===== src/rtl/wb_pkg.sv =====
// Shared definitions for the writeback arbiter slice.
// Default bus widths, register-file size and source identifiers used by
// the arbiter and its FIFOs; helper for the destination range check.
package wb_pkg;

  localparam int BIT_NUMBER_DEF      = 64;
  localparam int ADDR_NUMBER_DEF     = 5;
  localparam int REGISTER_NUMBER_DEF = 16;

  // Round-robin pointer values: which source wins the next contested grant.
  localparam logic SRC_ALU = 1'b0;
  localparam logic SRC_LSU = 1'b1;

  function automatic logic addr_in_range(input int unsigned addr,
                                         input int unsigned nregs);
    return addr < nregs;
  endfunction

endpackage


===== src/rtl/wb_skid_fifo.sv =====
// Two-entry result buffer in front of the writeback arbiter.
// Latency: a pushed entry is visible at head_dat the cycle after the push edge.
// Backpressure: full is a registered count==2; push while full is ignored.
// Ports: clk/reset (sync, active-high); push/push_dat write; pop consumes
//        head_dat; full/empty/count report the registered occupancy.
module wb_skid_fifo #(
  parameter int WIDTH = 8
) (
  input  logic             clk,
  input  logic             reset,
  input  logic             push,
  input  logic [WIDTH-1:0] push_dat,
  input  logic             pop,
  output logic [WIDTH-1:0] head_dat,
  output logic             full,
  output logic             empty,
  output logic [1:0]       count
);

  logic [WIDTH-1:0] mem [2];
  logic             do_push;
  logic             do_pop;

  assign full     = (count == 2'd2);
  assign empty    = (count == 2'd0);
  assign do_push  = push & ~full;
  assign do_pop   = pop & ~empty;
  assign head_dat = mem[0];

  always_ff @(posedge clk) begin
    if (reset) begin
      count <= 2'd0;
    end else begin
      case ({do_push, do_pop})
        2'b10:   count <= count + 2'd1;
        2'b01:   count <= count - 2'd1;
        default: count <= count;
      endcase
    end
  end

  // Entry 0 is always the head. A simultaneous push/pop can only happen at
  // count==1 (push is blocked when full), so the new entry becomes the head.
  always_ff @(posedge clk) begin
    if (do_push && do_pop) begin
      mem[0] <= push_dat;
    end else if (do_pop) begin
      mem[0] <= mem[1];
    end else if (do_push) begin
      mem[count[0]] <= push_dat;
    end
  end

endmodule


===== src/rtl/writeback_arbiter.sv =====
// Merges ALU and LSU results into one registered register-file write port.
// Latency: 2 edges from accept to wb_we (FIFO edge, then output register edge).
// Backpressure: x_ready = source FIFO not full (registered), forced 0 in reset.
// Ports: alu_*/lsu_* valid-ready result inputs; wb_we/wb_addr/wb_data
//        registered write port; err_oob sticky out-of-range flag;
//        fwd_* bypass of the entry being popped, only when WB_BYPASS_EN is
//        defined (otherwise tied to 0).
module writeback_arbiter
  import wb_pkg::*;
#(
  parameter int BIT_NUMBER      = BIT_NUMBER_DEF,
  parameter int ADDR_NUMBER     = ADDR_NUMBER_DEF,
  parameter int REGISTER_NUMBER = REGISTER_NUMBER_DEF
) (
  input  logic                   clk,
  input  logic                   reset,
  input  logic                   alu_valid,
  output logic                   alu_ready,
  input  logic [ADDR_NUMBER-1:0] alu_addr,
  input  logic [BIT_NUMBER-1:0]  alu_data,
  input  logic                   lsu_valid,
  output logic                   lsu_ready,
  input  logic [ADDR_NUMBER-1:0] lsu_addr,
  input  logic [BIT_NUMBER-1:0]  lsu_data,
  output logic                   wb_we,
  output logic [ADDR_NUMBER-1:0] wb_addr,
  output logic [BIT_NUMBER-1:0]  wb_data,
  output logic                   err_oob,
  output logic                   fwd_valid,
  output logic [ADDR_NUMBER-1:0] fwd_addr,
  output logic [BIT_NUMBER-1:0]  fwd_data
);

  typedef struct packed {
    logic [ADDR_NUMBER-1:0] addr;
    logic [BIT_NUMBER-1:0]  data;
  } entry_t;

  entry_t     alu_in, lsu_in, alu_head, lsu_head, pop_entry;
  logic       alu_full, lsu_full, alu_empty, lsu_empty;
  logic [1:0] alu_count, lsu_count;
  logic       pop_alu, pop_lsu, pop_any, pop_in_range, contested;
  logic       rr_ptr;
  logic       unused_fifo_count;

  assign alu_in    = '{addr: alu_addr, data: alu_data};
  assign lsu_in    = '{addr: lsu_addr, data: lsu_data};
  assign alu_ready = ~alu_full & ~reset;
  assign lsu_ready = ~lsu_full & ~reset;
  assign unused_fifo_count = ^{alu_count, lsu_count};

  wb_skid_fifo #(.WIDTH($bits(entry_t))) u_alu_fifo (
    .clk      (clk),
    .reset    (reset),
    .push     (alu_valid & alu_ready),
    .push_dat (alu_in),
    .pop      (pop_alu),
    .head_dat (alu_head),
    .full     (alu_full),
    .empty    (alu_empty),
    .count    (alu_count)
  );

  wb_skid_fifo #(.WIDTH($bits(entry_t))) u_lsu_fifo (
    .clk      (clk),
    .reset    (reset),
    .push     (lsu_valid & lsu_ready),
    .push_dat (lsu_in),
    .pop      (pop_lsu),
    .head_dat (lsu_head),
    .full     (lsu_full),
    .empty    (lsu_empty),
    .count    (lsu_count)
  );

  // The pointer only decides contested cycles; a lone requester is served
  // without disturbing whose turn it is next.
  assign contested = ~alu_empty & ~lsu_empty;

  always_comb begin
    pop_alu = 1'b0;
    pop_lsu = 1'b0;
    if (contested) begin
      pop_alu = (rr_ptr == SRC_ALU);
      pop_lsu = (rr_ptr == SRC_LSU);
    end else if (!alu_empty) begin
      pop_alu = 1'b1;
    end else if (!lsu_empty) begin
      pop_lsu = 1'b1;
    end
  end

  assign pop_any      = pop_alu | pop_lsu;
  assign pop_entry    = pop_lsu ? lsu_head : alu_head;
  assign pop_in_range = pop_any &
                        addr_in_range(32'(pop_entry.addr), REGISTER_NUMBER);

  // Out-of-range entries are drained but leave wb_addr/wb_data untouched,
  // so those always reflect the last real write.
  always_ff @(posedge clk) begin
    if (reset) begin
      wb_we   <= 1'b0;
      wb_addr <= '0;
      wb_data <= '0;
      err_oob <= 1'b0;
      rr_ptr  <= SRC_ALU;
    end else begin
      wb_we <= pop_in_range;
      if (pop_in_range) begin
        wb_addr <= pop_entry.addr;
        wb_data <= pop_entry.data;
      end
      if (pop_any && !pop_in_range) begin
        err_oob <= 1'b1;
      end
      if (contested) begin
        rr_ptr <= ~rr_ptr;
      end
    end
  end

`ifdef WB_BYPASS_EN
  assign fwd_valid = pop_in_range;
  assign fwd_addr  = pop_in_range ? pop_entry.addr : '0;
  assign fwd_data  = pop_in_range ? pop_entry.data : '0;
`else
  assign fwd_valid = 1'b0;
  assign fwd_addr  = '0;
  assign fwd_data  = '0;
`endif

endmodule


===== config.mk =====
export PLATFORM = sky130hd
export DESIGN_NAME = writeback_arbiter
export DESIGN_NICKNAME = d
export VERILOG_FILES = /design/src/rtl/wb_pkg.sv /design/src/rtl/wb_skid_fifo.sv /design/src/rtl/writeback_arbiter.sv
export SDC_FILE = /design/constraint.sdc
export NUM_CORES = 1
export LEC_CHECK = 0
export BUFFER_PORTS_ARGS = -buffer_cell sky130_fd_sc_hd__buf_2
export CELL_PAD_IN_SITES_DETAIL_PLACEMENT = 1
export CELL_PAD_IN_SITES_GLOBAL_PLACEMENT = 1
export CORE_UTILIZATION = 45
export CTS_CLUSTER_DIAMETER = 120
export DETAILED_ROUTE_END_ITERATION = 8
export PLACE_DENSITY_LB_ADDON = 0.1
export SLEW_MARGIN = 10
export SYNTH_ARGS = -nofsm -noshare
export SYNTH_HDL_FRONTEND = slang
export SYNTH_HIERARCHICAL = 1
export SYNTH_SLANG_ARGS = --single-unit

===== constraint.sdc =====
create_clock -name clk -period 9.65 [get_ports clk]
set_input_delay 1.93 -clock clk [delete_from_list [all_inputs] [get_ports clk]]
set_output_delay 1.93 -clock clk [all_outputs]
set_load 0.005 [all_outputs]

## Word level (Yosys, flattened, before mapping)

Memory sizes are Yosys's and may differ from the RTL's.
Index checks and enable logic that the tools add are counted.

| storage, ports and cells | value |
|---|---|
| memories kept | 2 |
| output and inout port bits | 143 |
| latch bits | 0 |
| input port bits | 142 |
| register bits | 76 |
| memory bits (read-only) | 0 |
| logic and storage cells | 83 |
| bits in writable memories | 276 |

| cells by class | value |
|---|---|
| eq/ne operators | 6 |
| add/sub/neg operators | 4 |
| muxes and demuxes | 34 |
| shifts and indexed selects | 0 |
| reductions and logical operators | 10 |
| div/mod/pow operators | 0 |
| multiply operators | 0 |
| order comparisons | 1 |
| bitwise gates (word level) | 19 |

Memories:

| memory | depth | width | rd ports | clocked after Yosys merged registers in | wr ports | line | text |
|---|---|---|---|---|---|---|---|
| u_alu_fifo.mem | 2 | 69 | 2 | 0 | 1 | wb_skid_fifo.sv:20 | `logic [WIDTH-1:0] mem [2];` |
| u_lsu_fifo.mem | 2 | 69 | 2 | 0 | 1 | wb_skid_fifo.sv:20 |  |

Operators by type and width:

| kind | number |
|---|---|
| two-way mux 69 bit | 5 |
| OR reduction 69 bit | 2 |
| two-way mux 1 bit | 27 |
| AND 1 bit | 10 |
| == test 2 bit, second input constant | 4 |
| case mux 2 bit (2 select lines) | 2 |
| NOT 1 bit | 6 |
| < comparator 5 bit, second input constant | 1 |
| adder 2 x 1 -> 2 bit, second input constant | 2 |
| == test 2 x 1 -> 1 bit, second input constant | 2 |
| zero test 2 bit | 2 |
| nonzero test 2 bit | 2 |
| subtractor 2 x 1 -> 2 bit, second input constant | 2 |
| logical AND 1 bit | 3 |
| bitwise OR 1 bit | 3 |
| zero test 1 bit | 1 |

## Logic depth before layout (Yosys ltp)

| depth | value |
|---|---|
| depth in word-level cells | 11 |
| depth in mapped cells | 13 |
| gate-level depth less buffers | 9 |

## Hierarchy

Netlist, hierarchy kept.

By module, submodules not included:

| module | times used | cells each | area each (µm²) | sequential area each (µm²) |
|---|---|---|---|---|
| wb_skid_fifo | 2 | 236 | 5,191.2 | 4,184.0 |
| writeback_arbiter | 1 | 494 | 4,053.9 | 1,441.4 |

## Worst setup path before layout

OpenSTA, ideal clock, no wires.

| timing path | value |
|---|---|
| path type | input to register |
| start | input port reset |
| end | memory u_lsu_fifo/mem[0][0] in the netlist's numbering (enable) |
| path slack | 2.224 ns |
| data required time | 9.152 ns |
| cell stages on the path | 8 |
| data arrival time | 6.928 ns |
| buffers on the path | 1 |
| library setup time | 0.498 ns |
| cells stage by stage | clkbuf_1 > nor2_1 > and2_1 > nand2_1 > inv_1 > ha_1 > and2_1 > nor2_1 |

| between the ends | value |
|---|---|
| word-level cells in the longest chain between the ends | 10 |
| elaborated cells on any way between the ends | 17 |
| classes of those cells | mux: 10; bitwise: 5; reduce/logical: 2 |

RTL lines:

| element | line | text |
|---|---|---|
| start, declared | writeback_arbiter.sv:16 | `input logic reset,` |
| NOT 1 bit * | writeback_arbiter.sv:49 | `assign lsu_ready = ~lsu_full & ~reset;` |
| AND 1 bit * | writeback_arbiter.sv:49 |  |
| named net lsu_ready | writeback_arbiter.sv:22 | `output logic lsu_ready,` |
| AND 1 bit * | writeback_arbiter.sv:67 | `.push (lsu_valid & lsu_ready),` |
| AND 1 bit * | wb_skid_fifo.sv:26 | `assign do_push = push & ~full;` |
| two-way mux 1 bit | wb_skid_fifo.sv:49 | `end else if (do_push) begin` |
| two-way mux 1 bit | wb_skid_fifo.sv:47 | `end else if (do_pop) begin` |
| two-way mux 1 bit | wb_skid_fifo.sv:45 | `if (do_push && do_pop) begin` |
| two-way mux 1 bit (implied by the code) | wb_skid_fifo.sv:50 | `mem[count[0]] <= push_dat;` |
| OR reduction 69 bit (no source line) | - |  |
| two-way mux 1 bit (no source line) | - |  |
| end, declared | wb_skid_fifo.sv:20 |  |

Mark *: on every way through the listed nets, which the timed path passes. The rest lies on a longest branch.

## Worst setup path after layout

| timing path | value |
|---|---|
| start | input port reset |
| end | memory u_lsu_fifo/mem[0][34] in the netlist's numbering (enable) |

| between the ends | value |
|---|---|
| word-level cells in the longest chain between the ends | 10 |
| elaborated cells on any way between the ends | 17 |
| classes of those cells | mux: 10; bitwise: 5; reduce/logical: 2 |

RTL lines:

| element | line |
|---|---|
| NOT 1 bit * | writeback_arbiter.sv:49 |
| AND 1 bit * | writeback_arbiter.sv:49 |
| AND 1 bit * | writeback_arbiter.sv:67 |
| AND 1 bit * | wb_skid_fifo.sv:26 |
| two-way mux 1 bit | wb_skid_fifo.sv:49 |
| two-way mux 1 bit | wb_skid_fifo.sv:47 |
| two-way mux 1 bit | wb_skid_fifo.sv:45 |
| two-way mux 1 bit (implied by the code) | wb_skid_fifo.sv:50 |
| OR reduction 69 bit (no source line) | - |
| two-way mux 1 bit (no source line) | - |

Every way passes the cells marked *; elsewhere a longest branch is shown, timed or not.

==> metrics.yaml <==
outcome: "completed"
dr.pass1.iters: 5
critPathRequiredTime_ns: 9.79
drt_iter0_markers: 602
routed_wirelength_mm: 33.7
worstPathArrival_ns: 5.42
num_io_pins: 285
cts_buffers: 38
yosysSeqAreaShare_pct: 67.9
syn_area_mm2: 0.0144
critical_path_class: "in -> reg"
worstPathMaxFanout: 78
ctsHoldBuffers: 0
cp_common_cell: "buf_4"
syn_inst: 966
slowest_stage: "nor2_4"
htree_num_levels: 2
cp_slowest_stage_delay_ns: 0.91
yosys.area.top_type_share_pct: 57.4
post-dp-hpwl_mm: 19.8
min_path_type: "reg -> reg"
ys.flop_type: "edfxtp_1"
fillers: 3137
synth_area_leader_cell: "edfxtp_1"
grt_max_degree: 89
synth.distinct_cells: 31
final.period_utilization_pct: 54.7
dieHeight_um: 181
worstSetupEndpointType: "register"
drv_slew: 0
drc: 0
timing.fmax_ghz: 0.189
clk_pin_slew_ns: 0.06
clock_sinks: 352
synthTopCellsByArea: "edfxtp_1 (57%), dfxtp_1 (11%), mux2_2 (9.2%)"
drive_gt1_share_pct: 36.4
power.density_mw_per_mm2: 271
vias: 8655
globalplace.congestion: 0.719
layout_common_cells: "edfxtp_1 (276), buf_2 (213), nand2_1 (138), mux2_2 (118), dfxtp_1 (76)"
cpLargestDelayFamily: "simple AND/OR/NAND/NOR gates"
grt_pass1_wl_mm: 51.3
viasPerCell: 5.45
start_kind: "input port"
placed_cell_area_mm2: 0.0155
cts_setup_buffers: 0
min_period_ns: 5.28
cts_root_buf: "clkbuf_16"
synth_edf_count: 276
detail_route.wl_per_cell_um: 21.2
final_antenna_net_count: 0
num_rows: 65
cap_violations: 0
slew_headroom_pct: 27.3
grt_overflow_total: 0
worst-path-buf-inv: 3
fin_tns_setup_ns: 0
grt_use_total_pct: 20.3
rsz0062_at_grt: "false"
setup_viol: 0
cts_tree: "built"
io_buffers: 214
start_util_pct: 45.7
synth-async-reset-ratio_pct: 0
ys_ff_latch: 352
multi_input_area_mm2: 0.00397
syn_to_final_growth_pct: 16.0
grt_pass1_vias: 8799
clk_latency_ns: 0.52
syn_avg_cell_area_um2: 14.9
tightest_slew_ns: 1.09
core_region_area_mm2: 0.0316
yosysWarningCount: 6
nets: 1299
finalClockSkew_ns: 0.0107
seqCellArea_mm2: 0.00981
post_cts_resized: 0
antenna_found_initial: 2
die_area_mm2: 0.0328
postLayoutCellArea_mm2: 0.0167
worstPathCellList: "buf_4 -> nor2_1 -> and2_1 -> nand2_1 -> inv_1 -> ha_1 -> and2_4 -> nor2_4 -> buf_4"
ir_drop_v: 0.000143
power_leakage_nw: 6.19
die_x_um: 181
hold_viol_final: 0
final_common_cell: "edfxtp_1"
clockBufferDepth: 3
## Yosys cell counts (6+ instances only)
library cell and n:
nor2_1 10, dfxtp_1 76, mux2_2 118, inv_1 6
nand2_1 138, buf_4 81, clkbuf_1 34, mux2_4 20
a311oi_1 68, edfxtp_1 276, a221oi_1 68, buf_2 25
## metal layers
metal	global-route usage [%]	vias up	routed length, um	share of wire, %
met1	28.6	4328	14900	44
li1	-	3945	-	-
met4	6.44	0	697	2.1
met3	3.99	47	2170	6.4
met5	0	-	0	0
met2	31.7	335	15900	47
## sequential cells by signal, summed over array words and instances, names as in the netlist
signal	flops
u_alu_fifo/mem	138
u_lsu_fifo/count	2
u_alu_fifo/count	2
u_lsu_fifo/mem	138
err_oob	1
wb_data	64
rr_ptr	1
wb_addr	5
wb_we	1
## final cells by class
class                   count  area share (%)
multi-input cells         529            23.7
flip-flops and latches    352            58.6
repair buffers            224            6.86
well taps                 402            3.00
inverters                   8           0.194
diodes                      2          0.0299
clock inverters            13           0.814
clock buffers              57            6.84
## cell families after synthesis
| family | count (synthesis) | synth area share [%] |
|---|---|---|
| multiplexers | 138 | 11.3 |
| adder cells (fa/ha/maj) | 4 | 0.347 |
| AO/OA/AOI/OAI | 148 | 8.79 |
| AND/OR/NAND/NOR | 165 | 4.60 |
| buffers and inverters | 154 | 6.76 |
| other | 1 | 0.0260 |
| flip-flops | 352 | 67.9 |
| XOR/XNOR | 4 | 0.243 |
## worst paths after layout
check                              startpoint                               to  slack [ns]  cells past startpoint
min                   wb_addr[4]$_SDFFE_PP0P_          wb_addr[4]$_SDFFE_PP0P_        0.48                      1
max                                     reset  u_lsu_fifo/mem[0][34]$_DFFE_PP_        4.37                      9
min reg2reg           wb_addr[4]$_SDFFE_PP0P_          wb_addr[4]$_SDFFE_PP0P_        0.48                      1
max reg2reg  u_alu_fifo/count[0]$_SDFFE_PP0P_  u_lsu_fifo/mem[0][34]$_DFFE_PP_        5.34                      8
## per-stage QoR
step	total power (W)	hold WS, ns	worst slack, ns	util [%]	instances
floorplan	0.00277	0.474	2.22	-	1035
global placement	0.00309	0.466	3.77	49.0	1515
detailed placement	0.00311	0.472	3.74	49.0	1515
CTS	0.00460	0.481	4.28	53.1	1585
global route	0.00475	0.506	4.10	53.1	1587
finish	0.00454	0.483	4.37	53.1	1587
## report_power, final
part / switching [W] / internal (W)
Combinational: 0.000604 / 0.000387
Sequential: 0.000114 / 0.00196
Clock: 0.000573 / 0.000901
Total: 0.00129 / 0.00325
Note: power is estimated with default switching activity, not from simulation.
